## config.mk

```make
export PLATFORM = sky130hd
export DESIGN_NAME = nibble_accumulator
export DESIGN_NICKNAME = d
export VERILOG_FILES = /design/src/rtl/adder_pkg.sv /design/src/rtl/Adder_4bit.sv /design/src/rtl/nibble_accumulator.sv
export SDC_FILE = /design/constraint.sdc
export NUM_CORES = 1
export LEC_CHECK = 0
export ABC_AREA = 1
export BUFFER_PORTS_ARGS = -buffer_cell sky130_fd_sc_hd__buf_2
export CAP_MARGIN = 20
export CORE_MARGIN = 2
export CORE_UTILIZATION = 48
export DETAILED_ROUTE_END_ITERATION = 10
export GPL_TIMING_DRIVEN = 1
export PLACE_DENSITY = 0.75
export REMOVE_ABC_BUFFERS = 1
export SKIP_LAST_GASP = 1
export SYNTH_ARGS = -nofsm -noshare
export SYNTH_HDL_FRONTEND = slang
export SYNTH_SLANG_ARGS = --single-unit
```

## constraint.sdc

```tcl
create_clock -name clk -period 3.25 [get_ports clk]
set_clock_uncertainty 0.2 [all_clocks]
set_input_delay 0.65 -clock clk [delete_from_list [all_inputs] [get_ports clk]]
set_output_delay 0.65 -clock clk [all_outputs]
set_load 0.01 [all_outputs]
```

## src/rtl/adder_pkg.sv

```systemverilog
// Shared definitions for the nibble accumulator and its 4-bit adder.
// Holds the accumulator FSM encoding and the operand width.
package adder_pkg;

    localparam int NIBBLE_W = 4;

    typedef enum logic [1:0] {
        IDLE = 2'd0,
        ACC  = 2'd1,
        DONE = 2'd2
    } acc_state_t;

endpackage

```

## src/rtl/Adder_4bit.sv

```systemverilog
// Purely combinational 4-bit ripple-carry adder with no carry-in.
// Each bit is a full adder fed by the carry of the bit below it.
module Adder_4bit
    import adder_pkg::*;
(
    input  logic [NIBBLE_W-1:0] A,
    input  logic [NIBBLE_W-1:0] B,
    output logic [NIBBLE_W-1:0] Sum,
    output logic                Cout
);

    logic [NIBBLE_W:0] carry;

    always_comb begin
        carry = '0;
        Sum   = '0;
        for (int i = 0; i < NIBBLE_W; i++) begin
            Sum[i]       = A[i] ^ B[i] ^ carry[i];
            carry[i + 1] = (A[i] & B[i]) | (carry[i] & (A[i] ^ B[i]));
        end
        Cout = carry[NIBBLE_W];
    end

endmodule

```

## src/rtl/nibble_accumulator.sv

```systemverilog
// Sums a burst of N_OPS nibbles through Adder_4bit, counting carry-outs to
// widen the total, and hands the result off on a valid/ready handshake.
module nibble_accumulator
    import adder_pkg::*;
#(
    parameter  int N_OPS   = 4,
    localparam int CARRY_W = $clog2(N_OPS),
    localparam int RES_W   = NIBBLE_W + CARRY_W
) (
    input  logic                clk,
    input  logic                rst,
    input  logic                start,
    input  logic                in_valid,
    input  logic [NIBBLE_W-1:0] in_data,
    output logic                in_ready,
    output logic                out_valid,
    input  logic                out_ready,
    output logic [RES_W-1:0]    result,
    output logic                busy
);

    acc_state_t           state;
    acc_state_t           state_next;
    logic [NIBBLE_W-1:0]  acc;
    logic [CARRY_W-1:0]   carry_cnt;
    logic [CARRY_W-1:0]   op_cnt;
    logic [NIBBLE_W-1:0]  sum;
    logic                 cout;
    logic                 accept;
    logic                 last_op;

    Adder_4bit u_adder (
        .A    (acc),
        .B    (in_data),
        .Sum  (sum),
        .Cout (cout)
    );

    assign accept  = in_valid && in_ready;
    assign last_op = (op_cnt == CARRY_W'(N_OPS - 1));
    assign result  = {carry_cnt, acc};

    always_ff @(posedge clk) begin
        if (rst) begin
            state <= IDLE;
        end else begin
            state <= state_next;
        end
    end

    always_comb begin
        state_next = state;
        case (state)
            IDLE:    if (start) state_next = ACC;
            ACC:     if (accept && last_op) state_next = DONE;
            DONE:    if (out_ready) state_next = IDLE;
            default: state_next = IDLE;
        endcase
    end

    always_comb begin
        in_ready  = 1'b0;
        out_valid = 1'b0;
        busy      = 1'b0;
        case (state)
            ACC: begin
                in_ready = 1'b1;
                busy     = 1'b1;
            end
            DONE: begin
                out_valid = 1'b1;
                busy      = 1'b1;
            end
            default: ;
        endcase
    end

    // The sum registers keep their value through IDLE so the last result
    // remains readable until the next start clears them.
    always_ff @(posedge clk) begin
        if (rst) begin
            acc       <= '0;
            carry_cnt <= '0;
            op_cnt    <= '0;
        end else if (state == IDLE && start) begin
            acc       <= '0;
            carry_cnt <= '0;
            op_cnt    <= '0;
        end else if (accept) begin
            acc       <= sum;
            carry_cnt <= carry_cnt + CARRY_W'(cout);
            op_cnt    <= op_cnt + CARRY_W'(1);
        end
    end

endmodule

```

==> summary.md, run 1 <==
| Metric | Value |
|---|---|
| Area share of fa/ha/maj cells after synthesis | 25.5% |
| Iteration-0 DRC count of the detailed router | 1 |
| Worst Path Arrival | 2.42 ns |
| Final instance area | 753 sq um |
| Num rows | 13 |
| CTS Buffer Depth | 2 |
| Pin count of the biggest net entering global routing | 10 |
| TritonCTS Sinks | 10 |
| Pwr dens | 639 nW/um^2 |
| Setup slack after layout | 0.771 ns |
| DIE HEIGHT | 40.1 microns |
| Hold crit path type | flop to flop |
| Final Util | 60.1% |
| Register area | 200 sq um |
| Final ANT Viol Nets | 0 |
| Async SR Flop Fraction | 0% |
| Final Hold Viols | 0 |
| Largest family of logic cells by synthesized area | adder cells |
| RSZ-0062 raised after global routing | no |
| Final setup fails | 0 |
| Fin. max-slew vios | 0 |
| Synth Area per Inst | 8.36 sq um |
| Main synth FF type | dfxtp_1 |
| Yosys cell types | 18 |
| CP Launch Point | in_data[0] |
| Leakage | 0.404 nW |
| Final nets | 117 |
| CP max stage cell | fa_1 |
| Synth Area in Compound Gates | 7.39% |
| Total wire length | 965 microns |
| FF-to-FF Start | acc[0]$_SDFFE_PP0P_ |
| I/O Pins | 18 |
| Count of TritonRoute iterations in the first routing pass | 3 |
| Hold_sp | op_cnt[1]$_SDFFE_PP0P_ |
| Yosys reg bits | 10 |
| GRT met1 Usage | 17.1% |
| Largest cells by area after synthesis | dfxtp_1, ha_1, nand2_1 |
| Crit end category | flop |
| Gr ovfl total | 0 |
| First-pass GRT wire length | 1520 microns |
| Post-Synthesis Cells | 75 |
| Commonest cells post-synth | nand2_1, inv_1, dfxtp_1 |
| Clock transition at path regs | 0.06 ns |
| Dpl cells | 107 |
| Footprint of the multi-input gates | 362 sq um |
| Antenna violations before repair | 0 |
| Postcts setup bufs | 0 |
| Non-Filler Instances | 110 |
| Core Box Area | 1250 sq um |
| Final Cycle Share | 76.3% |
| Port Buffer Count | 17 |
| Slew HR | 79.4% |
| XOR/XNOR Fraction of Synth Area | 1.40% |
| Delay-heaviest family, CP | adder cells |
| CTS tree | done |
| Hold buffer count at cts | 0 |
| Vias in the first global route | 388 |
| Busiest layer in global routing | met2 |
| Post-DP Area | 731 sq um |
| Met2 Usage GRT | 23.4% |
| Fmax | 0.403 GHz |
| Htree depth | 1 |
| Worst-margin pin slew | 0.308 ns |
| M3 GR Usage | 10.0% |
| Worst VDD drop | 0.341 mV |
| Worst-Skew Late Latency | 0.26 ns |
| Detailed Place HPWL | 796 microns |
| Tmin final | 2.48 ns |
| Wirelength per Cell | 8.77 microns |
| Max-cap violations | 0 |
| Mux contribution to synthesized area | 0% |
| Cell with the most instances after synthesis | nand2_1 |
| Chip width | 40.1 microns |
| Seq/Total Area, Yosys | 31.9% |
| Via count | 486 |
| Syn-to-layout area delta | 20.2% |
| Post-CTS sizing | 0 |
| Critical-path cell list | buf_2 -> ha_1 -> fa_1 -> inv_1 -> fa_1 -> inv_1 -> fa_1 -> ha_1 -> inv_1 -> o21ai_2 -> nor3b_2 |
| Via density | 4.42 |
| CP Buf/Inv Count | 4 |
| Maximum fanout along the worst path | 2 |
| Status | finished clean |
| Cell Area, Synth | 627 sq um |
| Yosys warnings | 0 |
| Critical path class | input port to flop |
| Filler Cell Count | 116 |
| Drt drc | 0 |
| Starting density of the core | 50.0% |
| Crit path required time | 3.19 ns |
| Setup TNS | 0 ns |
| DIE AREA | 1610 sq um |
| Routability cong. | 0.735 |
| Pre-CTS WS | 0.501 ns |
| Number of synthesized flops with an enable pin | 0 |
| Total track usage | 15.3% |
| Slowest stage delay, CP | 0.38 ns |
| R2r setup slk | 0.95 ns |
| Share of layout cells above drive strength 1 | 29.5% |
| Simple-gate share of the synthesized area | 23.4% |
| Share of the synthesized area in the top cell type | 31.9% |
| Post-synth top area cell | dfxtp_1 |
| CP Launch Type | input port |
| Root Driver | clkbuf_4 |
| CTS Buf Count | 3 |
| # diodes | 0 |
[registers in the layout, indices dropped and copies added, names as in the netlist]
| name | flops |
|---|---|
| op_cnt | 2 |
| carry_cnt | 2 |
| acc | 4 |
| state | 2 |
[routing by layer]
layer,wire length [microns],share of wire (%)
met1,448,46
met2,465,48
met3,51,5.3
met4,0,0
met5,0,0
[tightest hold or removal path: cells and delay by family (launching register included)]
family	cells	cell delay, ns
simple gates	1	0.06
compound gates	1	0.05
flops	1	0.31
[per-stage QoR]
step           hold slack, ns  total power, mW
6_report                0.270            0.481
3_5_place_dp            0.264            0.408
4_1_cts                 0.273            0.491
2_1_floorplan           0.249            0.348
5_1_grt                 0.299            0.534
3_3_place_gp            0.256            0.402
[cell families after synthesis]
family / count (synthesis)
and+or+nand+nor: 30
buffers and inverters: 16
adders and majority gates: 11
DFF: 10
AOI/OAI and AO/OA: 7
xor gates and xnor gates: 1
[layout by cell type, fill, tap and decap left out]
cell type / Yosys / layout
a211oi_2: 1 / 1
a21oi_1: 5 / 5
buf_2: 0 / 17
clkbuf_4: 0 / 3
dfxtp_1: 10 / 10
fa_1: 3 / 3
ha_1: 8 / 8
inv_1: 15 / 15
inv_6: 1 / 1
nand2_1: 19 / 19
nand2_2: 1 / 1
nand2_4: 1 / 1
nand3_2: 1 / 1
nand4_1: 2 / 2
nor2_1: 3 / 3
nor2_2: 1 / 1
nor3_1: 1 / 1
nor3b_2: 1 / 1
o21ai_2: 1 / 1
xor2_1: 1 / 1
[final timing paths]
check	cells after the start	end
worst max-delay path	11	carry_cnt[1]$_SDFFE_PP0P_
worst min-delay path	2	op_cnt[1]$_SDFFE_PP0P_
worst max register to register	10	carry_cnt[1]$_SDFFE_PP0P_
worst min register to register	2	op_cnt[1]$_SDFFE_PP0P_
[area by class of cell]
cell class	count	share of cell area [%]
Clock buffer	3	2.99
Inverter	16	8.64
Multi-Input combinational cell	49	48.0
Sequential cell	10	26.6
Tap cell	15	2.49
Timing Repair Buffer	17	11.3
[power breakdown]
part	internal, mW	switching [mW]
Combinational	0.0936	0.148
Sequential	0.144	0.0154
Clock	0.0425	0.0376
(Power assumes the default switching activity.)
==> inputs of run 2 (changes only) <==
--- a/config.mk
+++ b/config.mk
@@ -9,10 +9,10 @@
 export BUFFER_PORTS_ARGS = -buffer_cell sky130_fd_sc_hd__buf_2
 export CAP_MARGIN = 20
 export CORE_MARGIN = 2
-export CORE_UTILIZATION = 48
+export CORE_UTILIZATION = 44
 export DETAILED_ROUTE_END_ITERATION = 10
 export GPL_TIMING_DRIVEN = 1
-export PLACE_DENSITY = 0.75
+export PLACE_DENSITY = 0.72
 export REMOVE_ABC_BUFFERS = 1
 export SKIP_LAST_GASP = 1
 export SYNTH_ARGS = -nofsm -noshare
==> constraint.sdc (replaced) <==
create_clock -name clk -period 2 [get_ports clk]
set_clock_uncertainty 0.2 [all_clocks]
set_input_delay 0.4 -clock clk [delete_from_list [all_inputs] [get_ports clk]]
set_output_delay 0.4 -clock clk [all_outputs]
set_load 0.01 [all_outputs]
==> summary.md, run 2 (synthesis results as in run 1) <==
| Metric | Value |
|---|---|
| Hold WS | 0.212 ns (was 0.270 ns) |
| Detailed Place HPWL | 904 microns (was 796 microns) |
| Final instance area | 820 sq um (was 753 sq um) |
| Post-DP Area | 746 sq um (was 731 sq um) |
| Port Buffer Count | 17 (unchanged) |
| Switching share of power | 40.7% (was 41.8%) |
| Share of layout cells above drive strength 1 | 41.8% (was 29.5%) |
| Status | complete, but fails checks (was finished clean) |
| Largest register FFs | 4 (unchanged) |
| Pin count of the biggest net entering global routing | 10 (unchanged) |
| NetSw | 0.348 mW (was 0.201 mW) |
| Leakage | 0.413 nW (was 0.404 nW) |
| Failing checks | negative setup slack |
| Vias in the first global route | 484 (was 388) |
| First-pass GRT wire length | 1880 microns (was 1520 microns) |
| CP Buf/Inv Count | 3 (was 4) |
| Final nets | 119 (was 117) |
| Delay-heaviest family, CP | adder cells (unchanged) |
| Count of TritonRoute iterations in the first routing pass | 2 (was 3) |
| Pwr dens | 1040 nW/um^2 (was 639 nW/um^2) |
| Drt drc | 0 (unchanged) |
| Routability cong. | 0.775 (was 0.735) |
| Final Cycle Share | 109% |
| Total wire length | 1090 microns (was 965 microns) |
| Clock transition at path regs | 0.07 ns (was 0.06 ns) |
| Chip width | 41.7 microns (was 40.1 microns) |
| Int Pwr | 0.506 mW (was 0.280 mW) |
| Combinational Power Share | 48.3% (was 50.3%) |
| Crit end category | flop (unchanged) |
| Largest Register | acc (unchanged) |
| I/O Pins | 18 (unchanged) |
| Htree depth | 1 (unchanged) |
| Wirelength per Cell | 9.61 microns (was 8.77 microns) |
| Worst Path Arrival | 2.13 ns (was 2.42 ns) |
| Most common cell after layout, fill and taps aside | nand2_1 (unchanged) |
| CTS tree | done (unchanged) |
| Slowest stage delay, CP | 0.35 ns (was 0.38 ns) |
| Num rows | 13 (unchanged) |
| Postcts setup bufs | 0 (unchanged) |
| Syn-to-layout area delta | 30.7% (was 20.2%) |
| Worst-margin pin slew | 0.348 ns (was 0.308 ns) |
| Maximum fanout along the worst path | 2 (unchanged) |
| Commonest non-fill, non-tap cells in the layout | nand2_1, buf_2, inv_1, dfxtp_1, ha_1 (unchanged) |
| Critical-path cell list | ha_4 -> fa_2 -> inv_2 -> fa_2 -> inv_2 -> fa_2 -> ha_4 -> inv_2 -> o21ai_2 -> nor3b_2 (was buf_2 -> ha_1 -> fa_1 -> inv_1 -> fa_1 -> inv_1 -> fa_1 -> ha_1 -> inv_1 -> o21ai_2 -> nor3b_2) |
| Via count | 504 (was 486) |
| Max-cap violations | 0 (unchanged) |
| Non-Filler Instances | 113 (was 110) |
| Iteration-0 DRC count of the detailed router | 2 (was 1) |
| CTS Buf Count | 3 (unchanged) |
| Final Hold Viols | 0 (unchanged) |
| TritonCTS Sinks | 10 (unchanged) |
| Gr ovfl total | 0 (unchanged) |
| RSZ-0062 raised after global routing | yes (was no) |
| Total track usage | 14.3% (was 15.3%) |
| Critical path class | flop to flop (was input port to flop) |
| CTS Buffer Depth | 2 (unchanged) |
| Core Box Area | 1320 sq um (was 1250 sq um) |
| Fmax | 0.460 GHz |
| Clock share of power | 21.3% (was 16.6%) |
| Slew HR | 76.8% (was 79.4%) |
| Setup slack after layout | -0.176 ns (was 0.771 ns) |
| Tmin final | 2.18 ns |
| DIE AREA | 1740 sq um (was 1610 sq um) |
| DIE HEIGHT | 41.7 microns (was 40.1 microns) |
| CP Launch Type | flop (was input port) |
| Via density | 4.46 (was 4.42) |
| Fin. max-slew vios | 0 (unchanged) |
| Final ANT Viol Nets | 0 (unchanged) |
| Starting density of the core | 47.6% (was 50.0%) |
| Reg power frac | 30.4% (was 33.1%) |
| Crit path required time | 1.95 ns (was 3.19 ns) |
| # diodes | 0 (unchanged) |
| Worst VDD drop | 0.625 mV (was 0.341 mV) |
| Setup TNS | -0.391 ns (was 0 ns) |
| Hold crit path type | input port to flop (was flop to flop) |
| Final setup fails | 3 (was 0) |
| Antenna violations before repair | 0 (unchanged) |
| Root Driver | clkbuf_4 (unchanged) |
| CP max stage cell | fa_2 (was fa_1) |
| Worst-Skew Late Latency | 0.27 ns (was 0.26 ns) |
| Dpl cells | 109 (was 107) |
## run 2: cell types whose count changed in the layout (fill, tap and decap cells not counted), sizes merged
cell,previous run,this run
clkbuf,3,4
buf,17,19
## run 2: path summary, 6_finish.rpt
path | from | end | slack [ns] | cells past startpoint
worst max-delay path | acc[0]$_SDFFE_PP0P_ | carry_cnt[1]$_SDFFE_PP0P_ | -0.18 | 10
worst max register to register | acc[0]$_SDFFE_PP0P_ | carry_cnt[1]$_SDFFE_PP0P_ | -0.18 | 10
worst min register to register | op_cnt[1]$_SDFFE_PP0P_ | op_cnt[1]$_SDFFE_PP0P_ | 0.29 | 2
worst min-delay path | rst | state[0]$_SDFFE_PP0P_ | 0.21 | 4
## run 2: what timing repair did
action | CTS | global route
resized for setup | 11 | 1
endpoints found under the setup margin | 3 | 3
pin swaps | 2 | 0
hold buffers | 0 | 0
## run 2: stage by stage
step / setup slack [ns] / util, % / power, mW
2_1_floorplan: -0.301 / - / 0.566
3_3_place_gp: -0.473 / 56.6 / 0.659
3_5_place_dp: -0.535 / 56.6 / 0.669
4_1_cts: -0.180 / 61.9 / 0.863
5_1_grt: -0.235 / 62.2 / 0.934
6_report: -0.176 / 62.2 / 0.853
## run 2: power by group through the flow
stage / combinational (mW) / sequential [mW] / clock, mW
6_report: 0.412 / 0.259 / 0.182
5_1_grt: 0.478 / 0.263 / 0.194
4_1_cts: 0.414 / 0.260 / 0.189
3_5_place_dp: 0.406 / 0.264 / 0
3_3_place_gp: 0.398 / 0.261 / 0
2_1_floorplan: 0.303 / 0.263 / 0
## run 2: area by class of cell
class | count | area (sq um)
well taps | 15 | 18.8
flip-flops and latches | 10 | 201
multi-input cells | 49 | 398
fillers | 122 | 498
inverters | 16 | 65.1
clock buffers | 4 | 36.3
repair buffers | 19 | 100
## run 2: tightest hold or removal path: stages
cell     delay, ns
buf_2         0.07
inv_1         0.05
nand2_1       0.07
nor2_1        0.04
## run 2: layer usage
metal / GRT usage (%) / routed length (microns)
met1: 15.4 / 503
met2: 24.1 / 518
met3: 7.83 / 64
met4: 3.87 / 0
met5: 0 / 0
==> inputs of run 3 (changes only) <==
--- a/config.mk
+++ b/config.mk
@@ -14,7 +14,7 @@
 export GPL_TIMING_DRIVEN = 1
 export PLACE_DENSITY = 0.72
 export REMOVE_ABC_BUFFERS = 1
-export SKIP_LAST_GASP = 1
+export SETUP_SLACK_MARGIN = 0.3
 export SYNTH_ARGS = -nofsm -noshare
 export SYNTH_HDL_FRONTEND = slang
 export SYNTH_SLANG_ARGS = --single-unit
==> summary.md, run 3 (synthesis results as in run 1) <==
| Metric | Value |
|---|---|
| Status | complete, but fails checks (unchanged) |
| Vias in the first global route | 493 (was 484) |
| Failing checks | negative setup slack (unchanged) |
| Worst VDD drop | 0.746 mV (was 0.625 mV) |
| TritonCTS Sinks | 10 (unchanged) |
| Max-cap violations | 0 (unchanged) |
| Setup slack after layout | -0.176 ns (about the same) |
| Critical-path cell list | ha_4 -> fa_2 -> inv_2 -> fa_2 -> inv_2 -> fa_2 -> ha_4 -> inv_2 -> o21ai_2 -> nor3b_2 (unchanged) |
| Setup TNS | -0.384 ns (was -0.391 ns) |
| Via count | 510 (was 504) |
| DIE HEIGHT | 41.7 microns (unchanged) |
| I/O Pins | 18 (unchanged) |
| Clock transition at path regs | 0.07 ns (about the same) |
| Worst-margin pin slew | 0.349 ns (was 0.348 ns) |
| Crit path required time | 1.96 ns (was 1.95 ns) |
| # diodes | 0 (unchanged) |
| RSZ-0062 raised after global routing | yes (unchanged) |
| Footprint of the multi-input gates | 425 sq um (was 398 sq um) |
| Iteration-0 DRC count of the detailed router | 3 (was 2) |
| Starting density of the core | 47.6% (unchanged) |
| Final nets | 119 (unchanged) |
| Total wire length | 1110 microns (was 1090 microns) |
| Syn-to-layout area delta | 35.3% (was 30.7%) |
| Tmin final | 2.18 ns (about the same) |
| Fin. max-slew vios | 0 (unchanged) |
| Pin count of the biggest net entering global routing | 10 (unchanged) |
| Total track usage | 14.5% (was 14.3%) |
| Detailed Place HPWL | 904 microns (unchanged) |
| Register area | 203 sq um (was 201 sq um) |
| Hold WS | 0.203 ns (was 0.212 ns) |
| Filler Cell Count | 113 (was 122) |
| Slew HR | 76.6% (was 76.8%) |
| Drt drc | 0 (unchanged) |
| Most common cell after layout, fill and taps aside | nand2_1 (unchanged) |
| Final Hold Viols | 0 (unchanged) |
| Hold crit path type | input port to flop (unchanged) |
| Antenna violations before repair | 0 (unchanged) |
| Gr ovfl total | 0 (unchanged) |
| Fmax | 0.460 GHz (about the same) |
| Worst-Skew Late Latency | 0.27 ns (about the same) |
| Routability cong. | 0.775 (unchanged) |
| Slowest stage delay, CP | 0.35 ns (about the same) |
| Worst Path Arrival | 2.13 ns (about the same) |
| Htree depth | 1 (unchanged) |
| Largest Register | acc (unchanged) |
| R2r setup slk | -0.18 ns (about the same) |
| Largest register FFs | 4 (unchanged) |
| Crit end category | flop (unchanged) |
| CP Launch Type | flop (unchanged) |
| DIE AREA | 1740 sq um (unchanged) |
| Via density | 4.51 (was 4.46) |
| Commonest non-fill, non-tap cells in the layout | nand2_1, buf_2, inv_1, dfxtp_1, inv_2 (was nand2_1, buf_2, inv_1, dfxtp_1, ha_1) |
| CTS tree | done (unchanged) |
| Num rows | 13 (unchanged) |
| First-pass GRT wire length | 1900 microns (was 1880 microns) |
| Final Cycle Share | 109% (about the same) |
| CTS Buffer Depth | 2 (unchanged) |
| Root Driver | clkbuf_4 (unchanged) |
| Critical path class | flop to flop (unchanged) |
| CTS Buf Count | 3 (unchanged) |
| Final setup fails | 3 (unchanged) |
| Count of TritonRoute iterations in the first routing pass | 4 (was 2) |
| Wirelength per Cell | 9.84 microns (was 9.61 microns) |
| Port Buffer Count | 17 (unchanged) |
| Share of layout cells above drive strength 1 | 48.0% (was 41.8%) |
| Final ANT Viol Nets | 0 (unchanged) |
| Postcts setup bufs | 0 (unchanged) |
| Leakage | 0.415 nW (was 0.413 nW) |
| Pwr dens | 1070 nW/um^2 (was 1040 nW/um^2) |
| Maximum fanout along the worst path | 2 (unchanged) |
| Core Box Area | 1320 sq um (unchanged) |
| Chip width | 41.7 microns (unchanged) |
| CP max stage cell | fa_2 (unchanged) |
run 3: cell counts in the layout (fill, tap and decap cells not counted):
No cell type changed its count.
run 3: critical path, delay by kind of cell, from the launching register on:
| family | cells | cell delay, ns |
|---|---|---|
| AO/OA/AOI/OAI | 1 | 0.05 |
| adder cells (fa/ha/maj) | 5 | 1.18 |
| buffers and inverters | 3 | 0.15 |
| flip-flops | 1 | 0.34 |
| AND/OR/NAND/NOR | 1 | 0.14 |
run 3: worst paths after layout:
kind / from / cells after the start / end
hold reg to reg: op_cnt[1]$_SDFFE_PP0P_ / 2 / op_cnt[1]$_SDFFE_PP0P_
setup reg to reg: acc[0]$_SDFFE_PP0P_ / 10 / carry_cnt[1]$_SDFFE_PP0P_
setup / recovery: acc[0]$_SDFFE_PP0P_ / 10 / carry_cnt[1]$_SDFFE_PP0P_
hold / removal: rst / 4 / state[0]$_SDFFE_PP0P_
run 3: what timing repair did:
action                                  CTS  global route
endpoints found under the hold margin     0             0
pin swaps                                 3             1
resized for setup                        15             4
cloned                                    0             0
endpoints found under the setup margin    6             5
hold buffers                              0             0
run 3: routing by layer:
metal | vias to the layer above | track usage (%) | routed length (microns)
li1 | 276 | - | -
met1 | 223 | 15.4 | 505
met2 | 11 | 24.7 | 540
met3 | 0 | 7.83 | 67
met4 | 0 | 3.87 | 0
met5 | - | 0 | 0
run 3: power breakdown:
part,switching (mW),total (mW),internal (mW)
logic,0.265,0.452,0.187
clock network,0.0715,0.182,0.110
registers,0.0332,0.270,0.237
total,0.370,0.904,0.534
run 3: area by class of cell:
| type | count | area share (%) |
|---|---|---|
| Clock buffer | 4 | 4.28 |
| Tap cell | 15 | 2.21 |
| Timing Repair Buffer | 19 | 11.8 |
| Multi-Input combinational cell | 49 | 50.1 |
| Sequential cell | 10 | 23.9 |
| Inverter | 16 | 7.67 |
run 3: metrics by stage:
step	power [mW]	cell area, sq um	setup WS, ns	util [%]	cells
floorplan	0.566	627	-0.301	-	75
global placement	0.659	746	-0.473	56.6	109
detailed placement	0.669	746	-0.535	56.6	109
CTS	0.874	820	-0.180	62.2	113
global route	0.989	848	-0.229	64.4	113
finish	0.904	848	-0.176	64.4	113
